### src/rtl/seq_accum_adder.sv
// Sequential burst accumulator: sums unsigned operand beats until in_last,
// then holds the registered sum, beat count and sticky overflow until out_ready.
module seq_accum_adder #(
  parameter int WIDTH = 4,
  parameter int EXTRA = 1,
  parameter int CNT_W = 4
) (
  input  logic                     clk,
  input  logic                     rst_n,
  input  logic                     in_valid,
  output logic                     in_ready,
  input  logic [WIDTH-1:0]         in_data,
  input  logic                     in_last,
  input  logic                     sat_en,
  output logic                     out_valid,
  input  logic                     out_ready,
  output logic [WIDTH+EXTRA-1:0]   out_sum,
  output logic [CNT_W-1:0]         out_count,
  output logic                     out_ovf
);

  localparam int ACC_W = WIDTH + EXTRA;

  localparam logic [1:0] ST_IDLE  = 2'd0;
  localparam logic [1:0] ST_ACCUM = 2'd1;
  localparam logic [1:0] ST_HOLD  = 2'd2;

  logic [1:0]       state_r, state_nxt_s;
  logic [ACC_W-1:0] acc_r, acc_nxt_s;
  logic [CNT_W-1:0] count_r, count_nxt_s;
  logic             ovf_r, ovf_nxt_s;
  logic             mode_r, mode_nxt_s;
  logic             accept_s;
  logic             load_out_s;
  logic [ACC_W:0]   sum_s;

  assign in_ready   = (state_r != ST_HOLD);
  assign out_valid  = (state_r == ST_HOLD);
  assign accept_s   = in_valid && in_ready;
  assign load_out_s = accept_s && in_last;
  assign sum_s      = {1'b0, acc_r} + {{(EXTRA + 1){1'b0}}, in_data};

  // Next-state and datapath update for one accepted beat or a HOLD release.
  always_comb begin
    state_nxt_s = state_r;
    acc_nxt_s   = acc_r;
    count_nxt_s = count_r;
    ovf_nxt_s   = ovf_r;
    mode_nxt_s  = mode_r;
    case (state_r)
      ST_IDLE: begin
        if (accept_s) begin
          // First beat seeds the burst; nothing from a previous burst survives.
          mode_nxt_s  = sat_en;
          acc_nxt_s   = {{EXTRA{1'b0}}, in_data};
          count_nxt_s = {{(CNT_W - 1){1'b0}}, 1'b1};
          ovf_nxt_s   = 1'b0;
          state_nxt_s = in_last ? ST_HOLD : ST_ACCUM;
        end else begin
          state_nxt_s = ST_IDLE;
        end
      end
      ST_ACCUM: begin
        if (accept_s) begin
          ovf_nxt_s = ovf_r | sum_s[ACC_W];
          if (sum_s[ACC_W] && mode_r) begin
            acc_nxt_s = {ACC_W{1'b1}};
          end else begin
            acc_nxt_s = sum_s[ACC_W-1:0];
          end
          if (count_r == {CNT_W{1'b1}}) begin
            count_nxt_s = count_r;
          end else begin
            count_nxt_s = count_r + {{(CNT_W - 1){1'b0}}, 1'b1};
          end
          state_nxt_s = in_last ? ST_HOLD : ST_ACCUM;
        end else begin
          state_nxt_s = ST_ACCUM;
        end
      end
      ST_HOLD: begin
        if (out_ready) begin
          state_nxt_s = ST_IDLE;
        end else begin
          state_nxt_s = ST_HOLD;
        end
      end
      default: begin
        state_nxt_s = ST_IDLE;
      end
    endcase
  end

  // Burst state registers.
  always_ff @(posedge clk or negedge rst_n) begin
    if (!rst_n) begin
      state_r <= ST_IDLE;
      acc_r   <= {ACC_W{1'b0}};
      count_r <= {CNT_W{1'b0}};
      ovf_r   <= 1'b0;
      mode_r  <= 1'b0;
    end else begin
      state_r <= state_nxt_s;
      acc_r   <= acc_nxt_s;
      count_r <= count_nxt_s;
      ovf_r   <= ovf_nxt_s;
      mode_r  <= mode_nxt_s;
    end
  end

  // Result registers capture the final totals on the last-beat edge.
  always_ff @(posedge clk or negedge rst_n) begin
    if (!rst_n) begin
      out_sum   <= {ACC_W{1'b0}};
      out_count <= {CNT_W{1'b0}};
      out_ovf   <= 1'b0;
    end else if (load_out_s) begin
      out_sum   <= acc_nxt_s;
      out_count <= count_nxt_s;
      out_ovf   <= ovf_nxt_s;
    end else begin
      out_sum   <= out_sum;
      out_count <= out_count;
      out_ovf   <= out_ovf;
    end
  end

endmodule

### config.mk
export PLATFORM = sky130hd
export DESIGN_NAME = seq_accum_adder
export DESIGN_NICKNAME = d
export VERILOG_FILES = /design/src/rtl/seq_accum_adder.sv
export SDC_FILE = /design/constraint.sdc
export NUM_CORES = 1
export LEC_CHECK = 0
export BUFFER_PORTS_ARGS = -buffer_cell sky130_fd_sc_hd__buf_2
export CORE_ASPECT_RATIO = 1.75
export CORE_MARGIN = 4
export CORE_UTILIZATION = 50
export CTS_CLUSTER_SIZE = 30
export DETAILED_ROUTE_END_ITERATION = 6
export HOLD_SLACK_MARGIN = 0.02
export PLACE_DENSITY = 0.72
export RECOVER_POWER = 25
export SYNTH_ARGS = -nofsm -noshare
export SYNTH_HDL_FRONTEND = slang
export SYNTH_SLANG_ARGS = --single-unit
export TNS_END_PERCENT = 50
### constraint.sdc
create_clock -name clk -period 2.2 [get_ports clk]
set_clock_uncertainty 0.15 [all_clocks]
set_input_delay 0.33 -clock clk [delete_from_list [all_inputs] [get_ports clk]]
set_output_delay 0.33 -clock clk [all_outputs]
set_load 0.02 [all_outputs]
==> results.md <==
* Run status: complete, no violations
* Drt wl/cell at 15.5 um
* Placed cell areas at 1430 sq um
* Syn nets at 148
* First-pass GRT wire length at 4.62 mm
* Final Worst Setup Slack at 0.134 ns
* Syn avg cell area at 9.88 sq um
* Core area at 2490 sq um
* Final setup fails at 0
* Area leader, netlist: dfrtp_1
* Via count at 1,052
* Synth Instances at 132
* Max-slew headroom at 17.1%
* NetSw at 0.545 mW
* Worst-Margin Slew at 1.24 ns
* CTS Buf Count at 3
* Register area at 576 sq um
* Post-route cell area at 1490 sq um
* Post-Place Worst Slack at -0.0278 ns
* Fill cells at 227
* CTS Sinks at 23
* Detailed Route Iter0 Violations at 21
* Post-route ant nets at 0
* P_int at 0.901 mW
* Layout cells sized above 1 at 25.0%
* DP HPWL at 2.18 mm
* DR DRC count at 0
* Hold slack at 0.107 ns
* Die area at 3520 sq um
* Final WL at 2.81 mm
* Clk buf depth at 2
* CP Launch Point: acc_r[1]
* GPL Wtd Cong at 0.897
* GRT Total Usage at 17.9%
* PortBufs at 21
* Post-synth top cells: 23 x dfrtp_1, 22 x nor2_1, 10 x a21oi_1, 10 x nand2_1
* Post-Syn Area at 1300 sq um
* Kind of critical path: flip-flop to flip-flop
* Switch share at 37.7%
* Crit. End Element: flip-flop
* Tcrit/Tclk final at 93.9%
* Postcts setup bufs at 0
* Area occupied by multi-input gates at 687 sq um
* Worst setup SP type: flip-flop
* Synth-to-Final Area Change at 14.1%
* P_leak at 0.714 nW
* Ranking of synthesized cells by area: dfrtp_1 44%, nor2_1 6.3%, ha_1 4.8%
* Final max-slew violation count at 0
* H-tree levels at 1
* CP max FO at 4
* Max_cap viols at 0
* EDFF count, synth at 0
* CP required at 2.18 ns
* Post-synth ARST share at 100%
* R2r startpoint: acc_r[1]
* Synth top area share at 44.1%
* Largest net degree at the start of global routing at 24
* Num rows at 24
* Initial core utilization at 52.3%
* Worst-Skew Late Latency at 0.26 ns
* Yosys warns at 0
* Most frequent cell after synthesis: dfrtp_1
* Final hold vios at 0
* Final net count at 173
* Ports at 22
* Initial antenna violation count at 0
* Die H at 75.6 um
* Final min period at 2.07 ns
* Tot Pwr at 1.45 mW
* RSZ-0062 raised after global routing: no
* Arrival time worst endpoint at 2.05 ns
* Vias in the first global route at 1,071
* Antenna cells at 0
* Clock power share at 17.6%
* Synth Flop Type: dfrtp_1
* CTS tree: done
* Worst hold start: out_ready
* Register share of total power at 43.5%
* Synth cell types at 40
* Clock Pin Slew Worst Setup and Hold Paths at 0.08 ns
* Root Driver: clkbuf_8
* Peak supply drop at 0.598 mV
* Pwr/cell area at 972 nW/um^2
* Hold WC Path Type: primary input to flip-flop
* Comb pwr share at 39.0%
* Die X at 46.6 um
* Synth Register Bits at 23
* Vias per inst at 5.78
* First-pass detailed-route iteration total at 4
* Fmax at 484 MHz
* Post-synthesis sequential area ratio at 44.1%
* Total gr overflow at 0
==> stage by stage <==
step	utilization, %	setup TNS (ns)	instances
4_1_cts	59.6	0	182
3_5_place_dp	57.4	-0.0278	177
2_1_floorplan	-	0	132
3_3_place_gp	57.4	0	177
5_1_grt	59.7	0	182
6_report	59.7	0	182
==> logic make-up after synthesis <==
kind of cell	Yosys count	synth area share (%)
buffers and inverters	8	3.45
xor gates and xnor gates	1	0.672
muxes	5	4.32
DFF	23	44.1
adders and majority gates	6	6.33
and+or+nand+nor	49	18.4
AOI/OAI and AO/OA	40	22.7
==> critical path, cell delays in order, from the launching register on <==
cell and delay [ns]:
dfrtp_1 0.42, ha_1 0.31, a21o_1 0.17, a211o_2 0.39, a2111oi_4 0.38, o31ai_1 0.12
==> cell usage in the layout (no fill, tap or decap), types with 2 or more instances in the layout <==
cell,netlist,final
dfrtp_1,23,23
nor2_1,22,22
buf_2,3,20
nand2_1,10,10
a21oi_1,10,9
o21ai_0,5,5
o31ai_1,5,5
mux2_2,5,5
ha_1,5,5
a21o_1,4,4
nand3_1,4,4
nand2b_1,3,3
inv_1,3,3
clkbuf_8,0,3
buf_4,1,3
or3_1,2,2
and3_1,2,2
o21a_1,2,2
clkbuf_1,0,2
==> area by class of cell <==
class | count | share of cell area [%]
clock buffers | 4 | 3.03
flip-flops and latches | 23 | 38.7
repair buffers | 25 | 9.17
well taps | 26 | 2.19
multi-input cells | 101 | 46.2
inverters | 3 | 0.757
==> layer usage <==
metal  GRT usage [%]  vias up  wire length [um]
met5               0        -                 0
met4            5.38        0                27
met3            2.36        4                74
li1                -      521                 -
met1            18.5      507              1080
met2            35.1       20              1630
==> repair_timing <==
action	4_1_cts	5_1_grt
hold buffers	1	0
setup endpoints to repair	0	1
hold endpoints to repair	23	0
resized for setup	0	1
==> power groups by stage <==
| stage | logic, mW | clock network [mW] | registers (mW) |
|---|---|---|---|
| 6_report | 0.563 | 0.254 | 0.628 |
| 5_1_grt | 0.628 | 0.276 | 0.643 |
| 4_1_cts | 0.563 | 0.263 | 0.628 |
| 3_5_place_dp | 0.559 | 0 | 0.636 |
| 3_3_place_gp | 0.543 | 0 | 0.627 |
| 2_1_floorplan | 0.353 | 0 | 0.677 |
==> registers in the layout, indices dropped and copies added, names as in the netlist <==
name and flops:
acc_r 5, count_r 4, mode_r 1, out_count 4
out_ovf 1, out_sum 5, ovf_r 1, state_r 2
==> worst paths after layout <==
path / end / slack [ns] / cells after the start
worst max-delay path: out_sum[4] / 0.13 / 5
worst min-delay path: state_r[1] / 0.11 / 2
worst max register to register: out_sum[4] / 0.13 / 5
worst min register to register: out_sum[0] / 0.33 / 2
max in group asynchronous: out_sum[4] / 0.46 / 2
min in group asynchronous: out_sum[2] / 0.70 / 2
Note: power is estimated with default switching activity, not from simulation.
